--- config.mk ---
export PLATFORM = sky130hd
export DESIGN_NAME = lane_rx_block_decoder_flat
export DESIGN_NICKNAME = d
export VERILOG_FILES = /design/src/rtl/lane_rx_block_decoder_if.sv /design/src/rtl/lane_rx_block_decoder.sv /design/src/flat_wrapper.sv
export SDC_FILE = /design/constraint.sdc
export NUM_CORES = 1
export LEC_CHECK = 0
export ABC_AREA = 1
export CAP_MARGIN = 5
export CORE_MARGIN = 10
export CORE_UTILIZATION = 50
export DETAILED_ROUTE_END_ITERATION = 7
export GPL_TIMING_DRIVEN = 0
export PLACE_DENSITY = 0.74
export SLEW_MARGIN = 25
export SYNTH_ARGS = -nofsm -noshare
export SYNTH_HDL_FRONTEND = slang
export SYNTH_SLANG_ARGS = --single-unit
--- constraint.sdc ---
create_clock -name enc_clk -period 9.8 [get_ports enc_clk]
set_input_delay 0.98 -clock enc_clk [delete_from_list [all_inputs] [get_ports enc_clk]]
set_output_delay 0.98 -clock enc_clk [all_outputs]
set_load 0.02 [all_outputs]
--- src/rtl/lane_rx_block_decoder_if.sv ---
// Block/byte bus between the lane deserialisers, the block decoder and the deskew stage.
// Handshake: a block transfers on every rising edge where blk_valid & blk_ready are both high;
// blk_valid and lanes_rx_enc stay stable until that edge, and blk_ready may depend on state only.
interface lane_rx_block_decoder_if #(
   parameter int NUM_LANES = 2
);
   logic                     blk_valid;
   logic                     blk_ready;
   logic [NUM_LANES*132-1:0] lanes_rx_enc;
   logic [NUM_LANES*8-1:0]   lanes_rx;
   logic                     byte_valid;
   logic                     blk_start;
   logic                     data_os;

   modport master (
      output blk_valid, lanes_rx_enc,
      input  blk_ready, lanes_rx, byte_valid, blk_start, data_os
   );

   modport slave (
      input  blk_valid, lanes_rx_enc,
      output blk_ready, lanes_rx, byte_valid, blk_start, data_os
   );
endinterface

--- src/rtl/lane_rx_block_decoder.sv ---
// Multi-lane receive block decoder: sync-header check, block lock and byte serialisation.
// Define DEC_STATS_EN to build the saturating sync-error counter; otherwise sync_err_cnt reads 0.
module lane_rx_block_decoder #(
   parameter int NUM_LANES       = 2,
   parameter int SYNC_ERR_THRESH = 4,
   parameter int ERR_CNT_W       = 8
) (
   input  logic                   enc_clk,
   input  logic                   rst,
   input  logic                   enable_dec,
   input  logic [1:0]             gen_speed,
   input  logic [3:0]             d_sel,
   lane_rx_block_decoder_if.slave bus,
   output logic                   sync_err,
   output logic                   block_lock,
   output logic                   enable_deskew,
   output logic [ERR_CNT_W-1:0]   sync_err_cnt,
   output logic                   dec_state_o
);
   localparam logic [1:0] GEN4     = 2'b00;
   localparam logic [1:0] GEN3     = 2'b01;
   localparam logic [1:0] GEN2     = 2'b10;
   localparam logic [1:0] GEN_RSVD = 2'b11;
   localparam int RUN_W = $clog2(SYNC_ERR_THRESH + 1);
   localparam logic [RUN_W-1:0] THRESH = RUN_W'(SYNC_ERR_THRESH);

   typedef enum logic {IDLE = 1'b0, SER = 1'b1} state_t;

   state_t                 state_q;
   logic [1:0]             mode_q;
   logic [3:0]             cnt_q;
   logic [127:0]           sh_q [NUM_LANES];
   logic [NUM_LANES*8-1:0] lanes_rx_q;
   logic                   byte_valid_q;
   logic                   blk_start_q;
   logic                   data_os_q;
   logic                   sync_err_q;
   logic                   block_lock_q;
   logic                   deskew_q;
   logic [RUN_W-1:0]       bad_run_q;
   logic [RUN_W-1:0]       good_run_q;
   logic [RUN_W-1:0]       bad_run_d;
   logic [RUN_W-1:0]       good_run_d;
   logic                   lock_d;

   logic                   last_byte;
   logic                   accept;
   logic [131:0]           lane_w [NUM_LANES];
   logic [127:0]           pay_w [NUM_LANES];
   logic [NUM_LANES-1:0]   lane_bad;
   logic [NUM_LANES-1:0]   lane_os;
   logic                   blk_bad;
   logic                   blk_os;

   for (genvar g = 0; g < NUM_LANES; g++) begin : g_lane
      assign lane_w[g] = bus.lanes_rx_enc[g*132 +: 132];
   end

   // Ready during the last byte lets the next block follow with no bubble.
   assign last_byte     = (state_q == SER) && (cnt_q == ((mode_q == GEN2) ? 4'd7 : 4'd15));
   assign bus.blk_ready = enable_dec && (gen_speed != GEN_RSVD) && ((state_q == IDLE) || last_byte);
   assign accept        = bus.blk_valid && bus.blk_ready;

   always_comb begin
      lane_bad = '0;
      lane_os  = '0;
      for (int i = 0; i < NUM_LANES; i++) begin
         pay_w[i] = lane_w[i][127:0];
         case (gen_speed)
            GEN2: begin
               pay_w[i] = {64'd0, lane_w[i][65:2]};
               case (lane_w[i][1:0])
                  2'b01:   lane_os[i]  = 1'b0;
                  2'b10:   lane_os[i]  = 1'b1;
                  default: lane_bad[i] = 1'b1;
               endcase
            end
            GEN3: begin
               pay_w[i] = lane_w[i][131:4];
               case (lane_w[i][3:0])
                  4'b0101: lane_os[i]  = 1'b0;
                  4'b1010: lane_os[i]  = 1'b1;
                  default: lane_bad[i] = 1'b1;
               endcase
            end
            default: pay_w[i] = lane_w[i][127:0];
         endcase
      end
      if (gen_speed == GEN4) begin
         blk_bad = 1'b0;
         blk_os  = (d_sel == 4'h8);
      end else begin
         blk_bad = (|lane_bad) || ((|lane_os) && !(&lane_os));
         blk_os  = lane_os[0];
      end
   end

   // Lock bookkeeping is decided per accepted block; GEN4 has no headers so it forces lock.
   always_comb begin
      bad_run_d  = bad_run_q;
      good_run_d = good_run_q;
      lock_d     = block_lock_q;
      if (accept) begin
         if (gen_speed == GEN4) begin
            bad_run_d = '0;
            lock_d    = 1'b1;
         end else if (blk_bad) begin
            good_run_d = '0;
            if (bad_run_q < THRESH) bad_run_d = bad_run_q + RUN_W'(1);
            if (bad_run_d >= THRESH) lock_d = 1'b0;
         end else begin
            bad_run_d = '0;
            if (good_run_q < THRESH) good_run_d = good_run_q + RUN_W'(1);
            if (good_run_d >= THRESH) lock_d = 1'b1;
         end
      end
   end

   always_ff @(posedge enc_clk) begin
      if (rst) begin
         state_q      <= IDLE;
         mode_q       <= GEN4;
         cnt_q        <= '0;
         lanes_rx_q   <= '0;
         byte_valid_q <= 1'b0;
         blk_start_q  <= 1'b0;
         data_os_q    <= 1'b0;
         sync_err_q   <= 1'b0;
         block_lock_q <= 1'b0;
         deskew_q     <= 1'b0;
         bad_run_q    <= '0;
         good_run_q   <= '0;
         for (int i = 0; i < NUM_LANES; i++) sh_q[i] <= '0;
      end else begin
         bad_run_q    <= bad_run_d;
         good_run_q   <= good_run_d;
         block_lock_q <= lock_d;
         blk_start_q  <= accept;
         sync_err_q   <= accept && blk_bad;
         if (accept && !blk_bad) data_os_q <= blk_os;

         if (!enable_dec || !lock_d) deskew_q <= 1'b0;
         else if (blk_start_q && block_lock_q) deskew_q <= 1'b1;

         if (accept) begin
            state_q      <= SER;
            mode_q       <= gen_speed;
            cnt_q        <= '0;
            byte_valid_q <= 1'b1;
            for (int i = 0; i < NUM_LANES; i++) begin
               lanes_rx_q[i*8 +: 8] <= pay_w[i][7:0];
               sh_q[i]              <= pay_w[i] >> 8;
            end
         end else begin
            case (state_q)
               SER: begin
                  if (!enable_dec || last_byte) begin
                     // Abort or normal end: lanes_rx keeps the last byte shown.
                     state_q      <= IDLE;
                     byte_valid_q <= 1'b0;
                  end else begin
                     cnt_q <= cnt_q + 4'd1;
                     for (int i = 0; i < NUM_LANES; i++) begin
                        lanes_rx_q[i*8 +: 8] <= sh_q[i][7:0];
                        sh_q[i]              <= sh_q[i] >> 8;
                     end
                  end
               end
               default: begin
                  state_q      <= IDLE;
                  byte_valid_q <= 1'b0;
               end
            endcase
         end
      end
   end

`ifdef DEC_STATS_EN
   logic [ERR_CNT_W-1:0] err_cnt_q;

   always_ff @(posedge enc_clk) begin
      if (rst) begin
         err_cnt_q <= '0;
      end else if (accept && blk_bad && (err_cnt_q != {ERR_CNT_W{1'b1}})) begin
         err_cnt_q <= err_cnt_q + ERR_CNT_W'(1);
      end
   end

   assign sync_err_cnt = err_cnt_q;
`else
   assign sync_err_cnt = '0;
`endif

   assign bus.lanes_rx   = lanes_rx_q;
   assign bus.byte_valid = byte_valid_q;
   assign bus.blk_start  = blk_start_q;
   assign bus.data_os    = data_os_q;
   assign sync_err       = sync_err_q;
   assign block_lock     = block_lock_q;
   assign enable_deskew  = deskew_q;
   assign dec_state_o    = (state_q == SER);
endmodule

--- src/flat_wrapper.sv ---
// flat-port wrapper written by rule: the top's interface ports become plain ports
module lane_rx_block_decoder_flat 
#(
   parameter int NUM_LANES       = 2,
   parameter int SYNC_ERR_THRESH = 4,
   parameter int ERR_CNT_W       = 8
)
  (enc_clk, rst, enable_dec, gen_speed, d_sel, sync_err, block_lock, enable_deskew, sync_err_cnt, dec_state_o, bus_blk_valid, bus_lanes_rx_enc, bus_blk_ready, bus_lanes_rx, bus_byte_valid, bus_blk_start, bus_data_os);
  lane_rx_block_decoder_if #(.NUM_LANES(NUM_LANES)) bus_i ();
  input  logic enc_clk;
  input  logic rst;
  input  logic enable_dec;
  input  logic [1:0] gen_speed;
  input  logic [3:0] d_sel;
  output logic sync_err;
  output logic block_lock;
  output logic enable_deskew;
  output logic [ERR_CNT_W-1:0] sync_err_cnt;
  output logic dec_state_o;
  input wire logic [$bits(bus_i.blk_valid)-1:0] bus_blk_valid;
  input wire logic [$bits(bus_i.lanes_rx_enc)-1:0] bus_lanes_rx_enc;
  output wire logic [$bits(bus_i.blk_ready)-1:0] bus_blk_ready;
  output wire logic [$bits(bus_i.lanes_rx)-1:0] bus_lanes_rx;
  output wire logic [$bits(bus_i.byte_valid)-1:0] bus_byte_valid;
  output wire logic [$bits(bus_i.blk_start)-1:0] bus_blk_start;
  output wire logic [$bits(bus_i.data_os)-1:0] bus_data_os;
  assign bus_i.blk_valid = bus_blk_valid;
  assign bus_i.lanes_rx_enc = bus_lanes_rx_enc;
  assign bus_blk_ready = bus_i.blk_ready;
  assign bus_lanes_rx = bus_i.lanes_rx;
  assign bus_byte_valid = bus_i.byte_valid;
  assign bus_blk_start = bus_i.blk_start;
  assign bus_data_os = bus_i.data_os;
  lane_rx_block_decoder #(.NUM_LANES(NUM_LANES), .SYNC_ERR_THRESH(SYNC_ERR_THRESH), .ERR_CNT_W(ERR_CNT_W)) u_core (.enc_clk(enc_clk), .rst(rst), .enable_dec(enable_dec), .gen_speed(gen_speed), .d_sel(d_sel), .bus(bus_i), .sync_err(sync_err), .block_lock(block_lock), .enable_deskew(enable_deskew), .sync_err_cnt(sync_err_cnt), .dec_state_o(dec_state_o));
endmodule
==> run_results.csv, run 1 <==
group,metric,value,unit
sta,fmax,0.270,GHz
floorplanning,dieArea,0.0395,mm2
power_and_ir_drop,p_clk_frac,0.359,
cts,h-tree-depth,1,
synthesis,synth_seq_cells,275,
drt,viasPerCell,6.09,
worst_setup_path,worstPathRequired,10.11,ns
worst_setup_path,endpoint_kind,"flop",
power_and_ir_drop,seqPwrFrac,0.455,
drt,post_drt_wl_per_cell,21.7,um
drt,drc,0,
final_layout,layout_commonest_cell,"clkdlybuf4s50_1",
floorplanning,core-area,0.0316,mm2
floorplanning,die_x,199,um
final_layout,area_growth,28.9,%
sta,fin_crit,3.70,ns
floorplanning,die_y,199,um
power_and_ir_drop,sw_frac_of_total,0.277,
drt,dr_total_vias,14800,
sta,clock-skew-final,0.0289,ns
synthesis,ys.flop_type,"edfxtp_1",
placement,io_buffers,297,
placement,dpl.hpwl,39500,um
cts,cts_sinks,275,
sta,holdWs,0.450,ns
drt,drtIter0Drc,1561,
min_path,hold_class,"flop to flop",
cts,cts-resized-gates,0,
sta,rsz0062_at_grt,"no",
drt,wl,52700,um
synthesis,synth_cells,1657,
final_layout,mostFrequentLayoutCells,"297 x clkdlybuf4s50_1, 292 x nand2_1, 264 x nor2_1",
final_layout,fin_cells,2433,
sta,hold_viol_final,0,
cts,post_cts_buffers,0,
synthesis,synth-edff-count,240,
worst_setup_path,worstSetupStartpoint,"gen_speed[0]",
floorplanning,start_util,0.506,
drt,drtPass1Iterations,6,
cts,cts.clk_slew.worst_paths,0.06,ns
global_route,grt_pass1_vias,14600,
worst_setup_path,worstSetupPathType,"input pin to flop",
drt,drtAntennaViolNets,0,
power_and_ir_drop,p_int,2.22,mW
power_and_ir_drop,ir_worst_vdd,0.000158,V
global_route,overflow,0,
worst_setup_path,cp.arrival,4.01,ns
sta,relSlewSlack,0.399,
worst_setup_path,r2r-start,"u_core.cnt_q[0]",
cts,cts_buffers,31,
power_and_ir_drop,p_switching,0.854,mW
floorplanning,io_pins,306,
status,status,"completed",
worst_setup_path,worstPathCellList,"clkdlybuf4s50_1 -> inv_1 -> ha_1 -> clkbuf_1 -> clkinv_1 -> clkbuf_1 -> clkbuf_1 -> a221oi_1 -> o31ai_1",
cts,cts_root_buf,"clkbuf_16",
final_layout,nets,2285,
worst_setup_path,cp-start-kind,"input pin",
global_route,grt_max_degree,48,
worst_setup_path,worst_path_largest_cell_delay,0.51,ns
global_route,grt_use_total,0.256,
power_and_ir_drop,leakagePower,7.55,nW
synthesis,seq_area_frac_synth,0.495,
synthesis,yosysTopAreaCell,"edfxtp_1",
cts,cts_buffer_depth,3,
worst_setup_path,crit_slowest_cell,"clkdlybuf4s50_1",
sta,slew_viol_final,0,
min_path,hp-start,"u_core.bus.lanes_rx[10]",
job,maxCapViolCount,0,
synthesis,synth_warnings,0,
synthesis,syn_area,0.0160,mm2
power_and_ir_drop,comb_power_share,0.187,
power_and_ir_drop,p_per_area,150,mW/mm2
global_route,grt_antenna_before_repair,9,
synthesis,yosys-top-cells-area,"edfxtp_1 45%, o31ai_2 11%, nand2_1 6.9%",
synthesis,syn_area_per_cell,9.64,um2
synthesis,yosysTopAreaCellShare,0.451,
floorplanning,rows,65,
worst_setup_path,crit_path_max_fanout,10,
final_layout,drive_gt1_frac,0.136,
global_route,grt_pass1_wl,80500,um
placement,place_congestion,0.928,
synthesis,synth.distinct_cells,39,
cts,clock_latency,0.57,ns
placement,dp_cells,2369,
worst_setup_path,crit_buf_inv,6,
cts,hold_buffers,0,
cts,cts_tree,"yes",
sta,fin_crit_sh,0.377,
sta,finalSetupViolCount,0,
worst_setup_path,cp_common_cell,"clkbuf_1",
worst_setup_path,crit_family,"buffers and inverters",
sta,worst_slew_pin_slew,0.901,ns
synthesis,async_reset_ff_frac,0,
through the flow:
| stage | cell area, um2 | total power [mW] | TNS [ns] | setup slack [ns] | utilization |
|---|---|---|---|---|---|
| 5_1_grt | 20600 | 3.18 | 0 | 5.96 | 0.652 |
| 6_report | 20600 | 3.08 | 0 | 6.10 | 0.652 |
| 4_1_cts | 20600 | 3.08 | 0 | 6.14 | 0.652 |
| 3_3_place_gp | 19500 | 2.00 | -869.45 | -3.76 | 0.617 |
| 2_1_floorplan | 16000 | 1.74 | 0 | 0.683 | - |
| 3_5_place_dp | 19600 | 1.99 | 0 | 5.63 | 0.622 |
power by group through the flow:
stage                     registers (mW)  clock network, mW  logic, mW
after floorplan                     1.44                  0      0.301
after global placement              1.46                  0      0.545
after detailed placement            1.42                  0      0.564
after CTS                           1.40               1.11      0.567
after global routing                1.41               1.16      0.621
final                               1.40               1.10      0.574
logic make-up (layout without fill, tap and decap cells):
logic type,after synthesis,in the layout,synth area share
AO/OA/AOI/OAI,561,561,0.288
XOR/XNOR,1,1,0.000548
flip-flops,275,275,0.495
other,1,15,0.000235
AND/OR/NAND/NOR,585,585,0.142
adder cells (fa/ha/maj),11,11,0.00862
buffers and inverters,223,583,0.0647
worst register-to-register path: cells and delay by family, from the launching register on:
kind / cells / cell delay, ns
AND/OR/NAND/NOR: 5 / 0.80
buffers and inverters: 6 / 1.19
adder cells (fa/ha/maj): 1 / 0.22
flip-flops: 1 / 0.31
final cells by class:
| type | count | area (um2) |
|---|---|---|
| antenna | 7 | 17.5 |
| buffer | 163 | 806 |
| clock buffer | 45 | 890 |
| clock inverter | 12 | 60.1 |
| fill | 2552 | 11000 |
| inverter | 60 | 228 |
| multi-input combinational | 1166 | 7070 |
| sequential | 275 | 7910 |
| tap | 402 | 503 |
| timing repair buffer | 303 | 3100 |
synthesized netlist by cell type, types with 2 or more instances:
| master | number |
|---|---|
| buf_2 | 32 |
| o21ai_0 | 38 |
| ha_1 | 11 |
| buf_1 | 3 |
| edfxtp_1 | 240 |
| nand3_1 | 15 |
| nor3_1 | 5 |
| o22ai_1 | 17 |
| nor2_1 | 264 |
| o31ai_2 | 145 |
| inv_1 | 52 |
| clkinv_1 | 3 |
| inv_2 | 4 |
| a211oi_2 | 8 |
| a221oi_1 | 108 |
| a211oi_1 | 5 |
| nand2_1 | 292 |
| dfxtp_1 | 35 |
| buf_6 | 16 |
| o211ai_1 | 9 |
| o21ai_1 | 8 |
| a21oi_1 | 147 |
| o31ai_1 | 73 |
| clkbuf_1 | 103 |
| nand4_1 | 2 |
| buf_4 | 9 |
registers in the layout, summed over array words and instances (netlist names):
register	cells
u_core.bus.lanes_rx	16
u_core.dec_state_o	1
u_core.bus.blk_start	1
u_core.cnt_q	4
u_core.bus.byte_valid	1
u_core.good_run_q	3
u_core.bad_run_q	3
u_core.mode_q	2
u_core.enable_deskew	1
u_core.block_lock	1
u_core.sh_q	240
u_core.bus.data_os	1
u_core.sync_err	1
path summary, 6_finish.rpt:
path                            depth (start not counted)  slack, ns                      end
worst max-delay path                                    9       6.10       u_core.sh_q[0][27]
worst max register to register                         12       6.92       u_core.sh_q[0][89]
worst min-delay path                                    2       0.45  u_core.bus.lanes_rx[10]
worst min register to register                          2       0.45  u_core.bus.lanes_rx[10]
metal layers:
metal / track usage / part of all wire
met1: 0.331 / 0.40
met2: 0.420 / 0.48
met3: 0.0544 / 0.090
met4: 0.0842 / 0.029
met5: 0 / 0.00040
(Power assumes the default switching activity.)
==> inputs of run 2 (changes only) <==
CORE_UTILIZATION = 48   (was 50)
PLACE_DENSITY = 0.75   (was 0.74)
clock period = 3.4 ns   (was 9.8 ns; I/O delays follow)
==> run_results.csv, run 2 (synthesis gave the netlist of run 1 again) <==
group,metric,value,unit
final_layout,layout_commonest_cell,"clkdlybuf4s50_1",
placement,dpl.hpwl,39800,um
floorplanning,die_y,202,um
worst_setup_path,crit_path_max_fanout,10,
min_path,hp-start,"u_core.bus.lanes_rx[3]",
cts,cts-resized-gates,0,
global_route,grt_pass1_wl,81400,um
sta,rsz0062_at_grt,"no",
power_and_ir_drop,p_per_area,439,mW/mm2
drt,dr_total_vias,14900,
sta,fmax,0.340,GHz
worst_setup_path,endpoint_kind,"flop",
final_layout,nets,2287,
final_layout,regMostFlops,"u_core.sh_q",
floorplanning,io_pins,306,
worst_setup_path,r2r-start,"u_core.cnt_q[1]",
final_layout,final_area,0.0207,mm2
placement,dp_cells,2408,
placement,io_buffers,297,
cts,clock_latency,0.51,ns
sta,clock-skew-final,0.0186,ns
cts,cts_buffer_depth,3,
final_layout,n_fill_cell,2744,
worst_setup_path,crit_slowest_cell,"clkdlybuf4s50_1",
cts,hold_buffers,0,
sta,relSlewSlack,0.368,
final_layout,area_growth,29.7,%
drt,drtPass1Iterations,8,
global_route,overflow,0,
floorplanning,die_x,202,um
global_route,grt_antenna_before_repair,9,
worst_setup_path,worstPathRequired,3.64,ns
sta,finalSetupViolCount,0,
placement,place_area,0.0197,mm2
cts,h-tree-depth,2,
worst_setup_path,worstSetupStartpoint,"gen_speed[0]",
sta,hold_viol_final,0,
drt,drtIter0Drc,1365,
drt,drc,0,
cts,cts_tree,"yes",
drt,viasPerCell,6.02,
global_route,grt_use_total,0.247,
sta,holdWs,0.450,ns
worst_setup_path,cp.arrival,3.19,ns
status,status,"completed",
worst_setup_path,worstSetupPathType,"input pin to flop",
cts,cts_root_buf,"clkbuf_16",
power_and_ir_drop,ir_worst_vdd,0.000298,V
global_route,grt_max_degree,49,
cts,cts.clk_slew.worst_paths,0.06,ns
floorplanning,core-area,0.0327,mm2
final_layout,fin_cells,2472,
cts,post_cts_buffers,0,
placement,place_congestion,0.922,
floorplanning,start_util,0.488,
floorplanning,rows,66,
final_layout,drive_gt1_frac,0.136,
worst_setup_path,worstPathCellList,"clkdlybuf4s50_1 -> inv_1 -> ha_1 -> clkbuf_1 -> clkinv_1 -> clkbuf_1 -> clkbuf_1 -> a221oi_1 -> o31ai_2",
worst_setup_path,cp_common_cell,"clkbuf_1",
sta,slew_viol_final,0,
sta,fin_crit,2.94,ns
cts,cts_sinks,275,
drt,wl,53100,um
floorplanning,dieArea,0.0410,mm2
min_path,hold_class,"flop to flop",
global_route,grt_pass1_vias,14700,
final_layout,mostFrequentLayoutCells,"297 x clkdlybuf4s50_1, 292 x nand2_1, 264 x nor2_1",
drt,post_drt_wl_per_cell,21.5,um
sta,worst_slew_pin_slew,0.948,ns
job,maxCapViolCount,0,
drt,drtAntennaViolNets,0,
worst_setup_path,crit_family,"buffers and inverters",
power_and_ir_drop,leakagePower,7.57,nW
cts,cts_buffers,34,
worst_setup_path,worst_path_largest_cell_delay,0.51,ns
final_layout,largest_reg_flops,240,
worst_setup_path,cp-start-kind,"input pin",
sta,fin_crit_sh,0.866,
worst_setup_path,crit_buf_inv,6,
[run 2: path summary, 6_finish.rpt]
kind / end / slack [ns] / cells past startpoint
max reg2reg: u_core.sh_q[0][97] / 0.93 / 10
min reg2reg: u_core.bus.lanes_rx[3] / 0.45 / 2
min: u_core.bus.lanes_rx[3] / 0.45 / 2
max: u_core.sh_q[0][157] / 0.46 / 9
[run 2: worst reg2reg max path, cell delays in order, from the launching register on]
cell      delay (ns)
dfxtp_2         0.33
ha_4            0.16
nand2_1         0.05
clkinv_1        0.05
nand3_1         0.10
nand2_2         0.11
nor2_4          0.17
inv_1           0.09
nand3_4         0.40
buf_12          0.32
buf_16          0.31
[run 2: metal layers]
| layer | global-route usage | part of all wire |
|---|---|---|
| met1 | 0.320 | 0.41 |
| met3 | 0.0480 | 0.085 |
| met2 | 0.406 | 0.48 |
| met4 | 0.0839 | 0.028 |
| met5 | 0 | 0.0011 |
[run 2: power by group]
group          leakage [nW]  internal [mW]  switching, mW
clock network         0.498           1.96           1.43
logic                  4.24          0.659           1.00
registers              2.83           3.95         0.0843
total                  7.57           6.57           2.52
[run 2: cell type report]
class,instances,area [um2],share of cell area
clock buffer,41,898,0.0434
tap,442,553,0.0267
inverter,60,228,0.0110
clock inverter,18,120,0.00580
antenna,5,12.5,0.000604
sequential,275,7910,0.382
timing repair buffer,302,3100,0.149
buffer,163,812,0.0392
multi-input combinational,1166,7080,0.342
[run 2: through the flow]
| stage | utilization | TNS (ns) | power, mW | setup WS, ns |
|---|---|---|---|---|
| 2_1_floorplan | - | -55.52 | 4.98 | -0.376 |
| 3_3_place_gp | 0.598 | -449.19 | 5.70 | -2.08 |
| 3_5_place_dp | 0.602 | -1.53 | 5.73 | -0.0964 |
| 4_1_cts | 0.633 | 0 | 9.09 | 0.436 |
| 5_1_grt | 0.633 | 0 | 9.39 | 0.281 |
| 6_report | 0.633 | 0 | 9.09 | 0.456 |
